`config.mk`:
```
export PLATFORM = sky130hd
export DESIGN_NAME = tdc_link_lock_ctrl
export DESIGN_NICKNAME = d
export VERILOG_FILES = /design/src/rtl/tdc_lock_pkg.sv /design/src/rtl/lock_err_window.sv /design/src/rtl/tdc_link_lock_ctrl.sv
export SDC_FILE = /design/constraint.sdc
export NUM_CORES = 1
export LEC_CHECK = 0
export CAP_MARGIN = 0
export CORE_ASPECT_RATIO = 0.9
export CORE_MARGIN = 3
export CORE_UTILIZATION = 52
export DETAILED_ROUTE_END_ITERATION = 12
export PLACE_DENSITY = 0.86
export SETUP_SLACK_MARGIN = 0.3
export SYNTH_ARGS = -nofsm -noshare
export SYNTH_HDL_FRONTEND = slang
export SYNTH_SLANG_ARGS = --single-unit
```
`constraint.sdc`:
```
create_clock -name clk -period 7.4 [get_ports clk]
set_input_delay 1.48 -clock clk [delete_from_list [all_inputs] [get_ports clk]]
set_output_delay 1.48 -clock clk [all_outputs]
set_load 0.01 [all_outputs]
```
`src/rtl/tdc_lock_pkg.sv`:
```
// Shared types for the TDC link lock controller: state encoding, error-counter
// width and the wrap-safe error delta used by the window monitor.
package tdc_lock_pkg;

    localparam int ERR_W = 36;

    typedef enum logic [2:0] {
        ST_IDLE      = 3'd0,
        ST_RESET     = 3'd1,
        ST_WAIT_LOCK = 3'd2,
        ST_LOCKED    = 3'd3,
        ST_FAIL      = 3'd4
    } lock_state_e;

    typedef logic [ERR_W-1:0] err_cnt_t;

    // Per-lane differences wrap modulo 2^ERR_W; the sum keeps its carry.
    function automatic logic [ERR_W:0] err_delta(input err_cnt_t cur1, input err_cnt_t snap1,
                                                 input err_cnt_t cur0, input err_cnt_t snap0);
        err_cnt_t d1;
        err_cnt_t d0;
        d1 = cur1 - snap1;
        d0 = cur0 - snap0;
        return {1'b0, d1} + {1'b0, d0};
    endfunction

endpackage

```
`src/rtl/lock_err_window.sv`:
```
// Error-rate window for LOCKED: snapshots both error counters, counts a
// 2^WIN_LOG2-cycle window and flags when the window's error delta exceeds err_th.
module lock_err_window
    import tdc_lock_pkg::*;
#(
    parameter int WIN_LOG2 = 16
) (
    input  logic            clk,
    input  logic            rst,
    input  logic            load,
    input  logic            active,
    input  err_cnt_t        cur1,
    input  err_cnt_t        cur0,
    input  logic [15:0]     err_th,
    output logic            win_end,
    output logic            err_exceed
);

    logic [WIN_LOG2-1:0] win_cnt;
    err_cnt_t            snap1;
    err_cnt_t            snap0;
    logic [ERR_W:0]      delta;

    assign delta      = err_delta(cur1, snap1, cur0, snap0);
    assign win_end    = active && (win_cnt == '1);
    assign err_exceed = win_end && (delta > (ERR_W+1)'(err_th));

    // The window counter wraps naturally, so each window end also starts the next one.
    always_ff @(posedge clk) begin
        if (!rst) begin
            win_cnt <= '0;
            snap1   <= '0;
            snap0   <= '0;
        end else if (load) begin
            win_cnt <= '0;
            snap1   <= cur1;
            snap0   <= cur0;
        end else if (active) begin
            win_cnt <= win_cnt + 1'b1;
            if (win_end) begin
                snap1 <= cur1;
                snap0 <= cur0;
            end
        end
    end

endmodule

```
`src/rtl/tdc_link_lock_ctrl.sv`:
```
// Link bring-up controller for the TDC phase selector: reset, wait for lock,
// monitor errors, relock or fail. LOCK_CTRL_K28_ALT_EN alternates the comma on retries.
module tdc_link_lock_ctrl
    import tdc_lock_pkg::*;
#(
    parameter int RST_CYCLES = 16,
    parameter int WIN_LOG2   = 16
) (
    input  logic              clk,
    input  logic              rst,
    input  logic              start,
    input  logic              cfg_k28_1,
    input  logic [3:0]        max_retries,
    input  logic [23:0]       lock_timeout,
    input  logic [15:0]       err_th,
    input  logic              locked_dline1,
    input  logic              locked_dline0,
    input  logic [ERR_W-1:0]  total_error_bit_dline1,
    input  logic [ERR_W-1:0]  total_error_bit_dline0,
    output logic              ps_rst,
    output logic              enable_K28_1,
    output logic              link_up,
    output logic              link_fail,
    output logic [2:0]        state,
    output logic [3:0]        retry_count,
    output logic [15:0]       relock_count
);

    localparam int RC_W = (RST_CYCLES > 1) ? $clog2(RST_CYCLES) : 1;

    lock_state_e state_q, nxt;
    logic [RC_W-1:0] rst_cnt;
    logic [23:0]     wait_cnt;
    logic [3:0]      nxt_retry;
    logic [15:0]     nxt_relock;
    logic            nxt_k28;
    logic            ld_snap;
    logic            win_end;
    logic            err_exceed;
    logic            both_locked;

    assign both_locked = locked_dline1 && locked_dline0;
    assign state       = state_q;

    lock_err_window #(.WIN_LOG2(WIN_LOG2)) u_win (
        .clk        (clk),
        .rst        (rst),
        .load       (ld_snap),
        .active     (state_q == ST_LOCKED),
        .cur1       (total_error_bit_dline1),
        .cur0       (total_error_bit_dline0),
        .err_th     (err_th),
        .win_end    (win_end),
        .err_exceed (err_exceed)
    );

    always_comb begin
        nxt        = state_q;
        nxt_retry  = retry_count;
        nxt_relock = relock_count;
        nxt_k28    = enable_K28_1;
        ld_snap    = 1'b0;
        unique case (state_q)
            ST_IDLE, ST_FAIL: begin
                if (start) begin
                    nxt       = ST_RESET;
                    nxt_retry = '0;
                    nxt_k28   = cfg_k28_1;
                end
            end
            ST_RESET: begin
                if (rst_cnt == RC_W'(RST_CYCLES - 1))
                    nxt = ST_WAIT_LOCK;
            end
            ST_WAIT_LOCK: begin
                // wait_cnt is 0 in the first WAIT_LOCK cycle; lock beats a same-cycle timeout.
                if (both_locked) begin
                    nxt     = ST_LOCKED;
                    ld_snap = 1'b1;
                end else if (wait_cnt == lock_timeout) begin
                    if (retry_count == max_retries) begin
                        nxt = ST_FAIL;
                    end else begin
                        nxt       = ST_RESET;
                        nxt_retry = retry_count + 4'd1;
`ifdef LOCK_CTRL_K28_ALT_EN
                        nxt_k28   = ~enable_K28_1;
`endif
                    end
                end
            end
            ST_LOCKED: begin
                if (!both_locked || err_exceed) begin
                    nxt        = ST_RESET;
                    nxt_retry  = '0;
                    nxt_relock = (relock_count == 16'hFFFF) ? relock_count : relock_count + 16'd1;
                end
            end
            default: nxt = ST_IDLE;
        endcase
    end

    always_ff @(posedge clk) begin
        if (!rst) begin
            state_q      <= ST_IDLE;
            ps_rst       <= 1'b1;
            enable_K28_1 <= 1'b0;
            link_up      <= 1'b0;
            link_fail    <= 1'b0;
            retry_count  <= '0;
            relock_count <= '0;
            rst_cnt      <= '0;
            wait_cnt     <= '0;
        end else begin
            state_q      <= nxt;
            ps_rst       <= (nxt != ST_WAIT_LOCK) && (nxt != ST_LOCKED);
            enable_K28_1 <= nxt_k28;
            link_up      <= (nxt == ST_LOCKED);
            link_fail    <= (nxt == ST_FAIL);
            retry_count  <= nxt_retry;
            relock_count <= nxt_relock;
            rst_cnt      <= (state_q == ST_RESET && nxt == ST_RESET) ? rst_cnt + RC_W'(1) : '0;
            wait_cnt     <= (state_q == ST_WAIT_LOCK && nxt == ST_WAIT_LOCK) ? wait_cnt + 24'd1 : '0;
        end
    end

endmodule
```
=== Yosys cells after proc, flatten, opt, wreduce, memory -nomap -nowiden ===
Cells that the tools add are included.
W data, S select, Z words.

* Input port bits: 122
* Memories: 0
* Bits in writable memories: 0
* Memory bits (read-only): 0
* Output and inout bits: 27
* Bits in latches: 0
* Flip-flop bits (word level): 143
* Word-level logic and storage cells: 84

* Muxes and demuxes: 21
* Divide/modulo/power cells: 0
* $mul: 0
* Shifts and indexed selects: 0
* $add $sub $neg: 8
* Reductions and logical operators: 20
* Bitwise gates (word level): 2
* Equality and inequality tests: 20
* Magnitude comparators: 1

{| class="wikitable"
|+ Operators with widths
! operator !! count
|-
| $mux W36 || 6
|-
| $sub A36 B36 Y36 || 2
|-
| $add A36 B36 Y37 || 1
|-
| $gt A37 B16 Y1 || 1
|-
| $add A16 B1 Y16 const B || 2
|-
| $eq A16 B16 Y1 const B || 2
|-
| $add A24 B1 Y24 const B || 1
|-
| $eq A24 B24 Y1 || 1
|-
| $mux W4 || 5
|-
| $mux W3 || 6
|-
| $eq A3 B2 Y1 const B || 4
|-
| $pmux W3 S4 || 1
|-
| $pmux W4 S3 || 1
|-
| $ne A2 B2 Y1 const B || 5
|-
| $add A4 B1 Y4 const B || 2
|-
| $reduce_and A2 Y1 || 4
|-
| $eq A3 B1 Y1 const B || 2
|-
| $eq A3 B3 Y1 const B || 2
|-
| $logic_and A1 B1 Y1 || 6
|-
| $ne A3 B2 Y1 const B || 2
|-
| $reduce_and A6 Y1 || 1
|-
| $eq A4 B4 Y1 || 1
|-
| $eq A4 B4 Y1 const B || 1
|-
| $reduce_bool A2 Y1 || 2
|-
| 8 further kinds || 11
|}

=== Logic depth before layout (Yosys ltp) ===
* Depth after elaboration: 10
* Mapped depth: 33
* Mapped depth without buffers: 30

=== Cells and area by module ===
A second synthesis with hierarchy kept.

* Cells, all modules: 1691
* Area, all modules: 12857.3 µm²

{| class="wikitable"
|+ Modules (own cells, without submodules)
! module !! area each (µm²) !! cells each !! instances !! sequential area each (µm²)
|-
| lock_err_window || 9948.3 || 1359 || 1 || 1761.7
|-
| tdc_link_lock_ctrl || 2909.0 || 332 || 1 || 1101.1
|}

=== Least setup slack after synthesis ===
Ideal clock, no wire load.

* Path kind: input to register
* From: in total_error_bit_dline0[0]
* To: reg relock_count[3]
* Stages on the path: 29
* Setup slack: 0.417 ns
* Buffers on the path: 2
* Library setup time: 0.122 ns
* Arrival time: 6.862 ns
* Required time: 7.278 ns
* Path through: inv_1 -> ha_1 -> inv_1 -> fa_1 -> a21oi_1 -> nor2_1 -> o41ai_2 -> a21oi_1 -> a221oi_2 -> o21ai_1 -> a211oi_2 -> nor2_1 -> or4_1 -> a31oi_1 -> xnor2_1 -> ha_1 -> inv_1 -> or4_4 -> nor2_2 -> nor2_1 -> mux2_2 -> a2111o_1 -> nor4_2 -> o2111a_2 -> and2_1 -> buf_6 -> buf_8 -> nor3_2 -> mux2i_1

* Cells in the longest elaborated chain, start to end: 6

{| class="wikitable"
|+ Ends and longest elaborated chain
! item !! RTL line !! source
|-
| from (decl) || tdc_link_lock_ctrl.sv:19 || <nowiki>input logic [ERR_W-1:0] total_error_bit_dline0,</nowiki>
|-
| $sub A36 B36 Y36 || tdc_lock_pkg.sv:23 || <nowiki>d0 = cur0 - snap0;</nowiki>
|-
| $add A36 B36 Y37 || tdc_lock_pkg.sv:24 || <nowiki>return {1'b0, d1} + {1'b0, d0};</nowiki>
|-
| $gt A37 B16 Y1 || lock_err_window.sv:26 || <nowiki>assign err_exceed = win_end && (delta > (ERR_W+1)'(err_th));</nowiki>
|-
| $logic_and A1 B1 Y1 || lock_err_window.sv:26 ||
|-
| $logic_or A1 B1 Y1 || tdc_link_lock_ctrl.sv:93 || <nowiki>if (!both_locked || err_exceed) begin</nowiki>
|-
| $reduce_and A3 Y1 (no line) || -- ||
|-
| to (signal assigned) || tdc_link_lock_ctrl.sv:121 || <nowiki>relock_count <= nxt_relock;</nowiki>
|-
| to (decl) || tdc_link_lock_ctrl.sv:26 || <nowiki>output logic [15:0] relock_count</nowiki>
|}

Every way passes these cells.
A chain may end at the register's enable or synchronous reset.

=== Worst setup path after layout ===
* From: in total_error_bit_dline0[0]
* To: reg retry_count[2]

* Cells in the longest elaborated chain, start to end: 7

{| class="wikitable"
|+ Ends and longest elaborated chain
! item !! RTL line !! source
|-
| $sub A36 B36 Y36 || tdc_lock_pkg.sv:23 ||
|-
| $add A36 B36 Y37 || tdc_lock_pkg.sv:24 ||
|-
| $gt A37 B16 Y1 || lock_err_window.sv:26 ||
|-
| $logic_and A1 B1 Y1 || lock_err_window.sv:26 ||
|-
| $logic_or A1 B1 Y1 || tdc_link_lock_ctrl.sv:93 ||
|-
| $ne A2 B2 Y1 (no line) || -- ||
|-
| $reduce_and A6 Y1 (no line) || -- ||
|-
| to (signal assigned) || tdc_link_lock_ctrl.sv:120 || <nowiki>retry_count <= nxt_retry;</nowiki>
|-
| to (decl) || tdc_link_lock_ctrl.sv:25 || <nowiki>output logic [3:0] retry_count,</nowiki>
|}

Every way passes these cells.

==> impl_metrics.py <==
metrics = {
    "clock_tree": {
        "clk_pin_slew_ns": 0.06,
        "cts_inserted_buffers": 17,
        "cts_h_tree_depth": 4,
        "cts_max_path_buffers": 2,
        "clock_sink_count": 143,
        "cts_hold_repair.buffers": 0,
        "clkLatencyLatePin_ns": 0.43,
        "tritoncts": "built",
        "clockRootBuffer": "sky130_fd_sc_hd__clkbuf_16",
    },
    "synthesis": {
        "post_synth_edffs": 0,
        "synth_area_per_cell_um2": 7.48,
        "synth-seq-cells": 143,
        "syn_area_um2": 12300,
        "synth_warnings": 0,
        "synthDominantAreaCellType": "sky130_fd_sc_hd__dfxtp_1",
        "synth.yosys.seq_area_share_pct": 23.3,
        "top_reg_cell_synth": "sky130_fd_sc_hd__dfxtp_1",
        "share_of_flip_flops_with_an_asynchronous_set_or_reset_after_synthesis_pct": 0,
        "mappedNetlistNets": 1896,
        "synthDominantCellAreaShare_pct": 23.3,
        "netlist_top_cells_area": "sky130_fd_sc_hd__dfxtp_1 (23%), sky130_fd_sc_hd__ha_1 (13%), sky130_fd_sc_hd__nand2_1 (7.5%)",
        "synthesis.instances": 1644,
        "netlist_cell_types": 82,
    },
    "cells_and_area": {
        "final_area_um2": 15800,
        "syn2layout_area_growth_pct": 28.9,
        "count_of_fill_cells_added_during_filler_insertion": 1723,
        "multi_input_area_um2": 9140,
        "sequential_cell_area_um2": 2860,
        "final_net_count": 2139,
        "drive_gt1_share_pct": 12.9,
    },
    "sta": {
        "maxSlewHeadroom_pct": 28.3,
        "finalMaxSlewViolations": 0,
        "final_hold_viol_count": 0,
        "finalSetupViolCount": 0,
        "clock-skew-final_ns": 0.0129,
        "max_freq_ghz": 0.143,
        "fin_setup_tns_ns": 0,
        "fin_crit_sh_pct": 94.5,
        "finalWorstPathRequiredPeriod_ns": 6.99,
        "tightestPinTransition_ns": 1.07,
        "setup_repair_after_global_routing_missed_its_margin": "no",
    },
    "worst_setup_path": {
        "worst_path_dominant_cell_family": "compound AO/OA/AOI/OAI gates",
        "worst_path_bufs_invs": 6,
        "category_of_the_most_critical_setup_path": "in -> reg",
        "critical_path.most_common_cell": "sky130_fd_sc_hd__buf_4",
        "slowest_cell_delay_on_critical_path_ns": 0.40,
        "timing.critical_path.slowest_stage_cell": "sky130_fd_sc_hd__ha_1",
        "critPathRequiredTime_ns": 7.77,
        "worst-endpoint-arrival_ns": 7.36,
        "cp_endpoint_kind": "register",
        "critical_path_peak_fanout": 5,
        "setup.worst_path.start_class": "primary input",
    },
    "grt": {
        "number_of_antenna_violations_at_the_first_check_in_global_routing": 5,
        "use_met1_pct": 34.7,
        "largest_net_degree_at_the_start_of_global_routing": 82,
        "groute.usage.overall_pct": 25.5,
        "grt_util_met2_pct": 40.2,
        "gr_peak_layer": "met2",
        "grt_pass1_wl_um": 55900,
        "first_global_vias": 11906,
        "globalRouteMet3Util_pct": 5.17,
        "gr-total-overflow": 0,
    },
    "run_status": {
        "run_status": "complete, no violations",
    },
    "floorplanning": {
        "die_area_um2": 25500,
        "initial_core_utilization_pct": 53.8,
        "core.rowCount": 52,
        "floorplan.io_pins": 149,
        "die_span_in_y_um": 152,
        "chipWidth_um": 168,
        "core_region_area_um2": 22800,
    },
    "pwr": {
        "worst_ir_drop_on_vdd_v": 0.000121,
        "pwr_density_cell_nw_per_um2": 178,
        "static-leakage-power_nw": 6.10,
    },
    "drt": {
        "pre_repair_dr_iteration_count": 6,
        "drt.antenna.violating_nets": 0,
        "wl_um": 35800,
        "detail_route.drc_violations": 0,
        "initialDrtViolationCount": 1080,
        "vias_per_cell": 5.84,
        "post_drt_wl_per_cell_um": 16.3,
        "routed-via-count": 12827,
    },
    "placed_design": {
        "buffer_ports.inserted": 148,
        "gp_congestion": 0.963,
        "placed_area_um2": 14700,
        "detailedPlacementHpwl_um": 25800,
    },
    "min_path": {
        "hp-class": "reg -> reg",
    },
    "run": {
        "maxCapViolCount": 0,
    },
}
==> per-stage QoR <==
| step | utilization, % | total power, mW | setup WS [ns] | cells | hold slack (ns) |
|---|---|---|---|---|---|
| final | 69.4 | 2.83 | 0.410 | 2198 | 0.450 |
| after global placement | 64.3 | 1.85 | -0.186 | 2141 | 0.434 |
| after floorplan | - | 1.47 | 0.417 | 1644 | 0.418 |
| after CTS | 67.4 | 2.74 | 0.288 | 2181 | 0.451 |
| after detailed placement | 64.3 | 1.86 | -0.400 | 2141 | 0.443 |
| after global routing | 69.4 | 2.96 | 0.137 | 2198 | 0.467 |
==> worst register-to-register path, delay by kind of cell (launching register included) <==
| family | cells | cell delay [ns] |
|---|---|---|
| xor+xnor | 1 | 0.15 |
| fa+ha+maj | 4 | 1.15 |
| compound gates | 13 | 3.00 |
| simple gates | 6 | 0.81 |
| buf+inv | 4 | 0.51 |
| flops | 1 | 0.37 |
==> final cells by class <==
cell class	count	share of cell area, %
Antenna cell	2	0.0316
Multi-Input combinational cell	1331	57.7
Clock buffer	21	2.97
Tap cell	297	2.35
Sequential cell	143	18.1
Inverter	121	2.87
Timing Repair Buffer	273	15.4
Clock inverter	10	0.655
==> where the power goes <==
part | switching [mW] | internal (mW) | leakage (nW)
Sequential | 0.00232 | 0.771 | 1.15
Clock | 0.365 | 0.492 | 0.269
Combinational | 0.640 | 0.557 | 4.68
==> per-layer routing <==
layer / share of wire (%) / routed length, um / vias to the layer above
met1: 44 / 15800 / 5944
met3: 7.2 / 2590 / 87
met2: 46 / 16400 / 518
met5: 0.064 / 23 / -
li1: - / - / 6272
met4: 2.8 / 998 / 6
==> logic make-up (layout without fill, tap and decap cells) <==
family	Yosys count	after routing	share of synthesized area, %
other	0	2	0
flip-flops	143	143	23.3
multiplexers	17	17	1.40
adder cells (fa/ha/maj)	130	130	13.4
AO/OA/AOI/OAI	425	425	22.4
buffers and inverters	170	425	5.55
AND/OR/NAND/NOR	607	607	23.1
XOR/XNOR	152	152	10.8
==> flip-flops by register name (all words and copies together), names as in the netlist, 3 cells and up <==
signal         flops
wait_cnt          24
u_win.win_cnt     16
state              3
relock_count      16
u_win.snap1       36
retry_count        4
rst_cnt            4
u_win.snap0       36
==> synth_stat cells, types with 9 or more instances <==
cell	count
sky130_fd_sc_hd__o21bai_1	9
sky130_fd_sc_hd__xor2_1	72
sky130_fd_sc_hd__clkbuf_1	36
sky130_fd_sc_hd__o21a_1	24
sky130_fd_sc_hd__a211oi_1	11
sky130_fd_sc_hd__nor2b_1	16
sky130_fd_sc_hd__nand3_1	56
sky130_fd_sc_hd__nor4_1	10
sky130_fd_sc_hd__and3_1	23
sky130_fd_sc_hd__dfxtp_1	143
sky130_fd_sc_hd__nor3_1	23
sky130_fd_sc_hd__nor2_1	124
sky130_fd_sc_hd__nand2b_1	26
sky130_fd_sc_hd__o211ai_1	20
sky130_fd_sc_hd__nand4_1	27
sky130_fd_sc_hd__inv_1	119
sky130_fd_sc_hd__ha_1	127
sky130_fd_sc_hd__and2_1	13
sky130_fd_sc_hd__a21oi_1	168
sky130_fd_sc_hd__xnor2_1	80
sky130_fd_sc_hd__nand2_1	247
sky130_fd_sc_hd__mux2i_1	15
sky130_fd_sc_hd__a31oi_1	14
sky130_fd_sc_hd__a21o_1	41
sky130_fd_sc_hd__o21ai_0	61
==> worst paths after layout <==
| kind | slack, ns | cells after the start | start | end |
|---|---|---|---|---|
| worst max-delay path | 0.41 | 30 | total_error_bit_dline0[0] | retry_count[2]$_SDFFE_PN0P_ |
| worst min-delay path | 0.45 | 2 | u_win.snap0[7]$_SDFFE_PN0P_ | u_win.snap0[7]$_SDFFE_PN0P_ |
| worst max register to register | 1.34 | 28 | u_win.snap0[0]$_SDFFE_PN0P_ | retry_count[2]$_SDFFE_PN0P_ |
| worst min register to register | 0.45 | 2 | u_win.snap0[7]$_SDFFE_PN0P_ | u_win.snap0[7]$_SDFFE_PN0P_ |
==> cell usage in the layout (no fill, tap or decap), types with 11 or more instances in the layout <==
master                              n
sky130_fd_sc_hd__o211ai_1          20
sky130_fd_sc_hd__nand3_1           55
sky130_fd_sc_hd__buf_4            124
sky130_fd_sc_hd__nand4_1           27
sky130_fd_sc_hd__nor2_1           120
sky130_fd_sc_hd__dfxtp_1          143
sky130_fd_sc_hd__clkdlybuf4s50_1  141
sky130_fd_sc_hd__and2_1            11
sky130_fd_sc_hd__o21a_1            24
sky130_fd_sc_hd__nand2_1          246
sky130_fd_sc_hd__a31oi_1           11
sky130_fd_sc_hd__nand2b_1          26
sky130_fd_sc_hd__ha_1             115
sky130_fd_sc_hd__and3_1            22
sky130_fd_sc_hd__a21o_1            41
sky130_fd_sc_hd__o21ai_0           56
sky130_fd_sc_hd__a21oi_1          158
sky130_fd_sc_hd__xnor2_1           77
sky130_fd_sc_hd__inv_1            117
sky130_fd_sc_hd__nor2b_1           16
sky130_fd_sc_hd__nor3_1            21
sky130_fd_sc_hd__clkbuf_16         17
sky130_fd_sc_hd__mux2i_1           15
sky130_fd_sc_hd__xor2_1            72
==> what timing repair did <==
action                     in CTS  in global routing
setup endpoints to repair      23                 23
gates resized for setup        24                 65
pin swaps                      29                 50
buffers inserted                9                 15
gates cloned                    0                  0
Power figures use the tool's default switching activity.
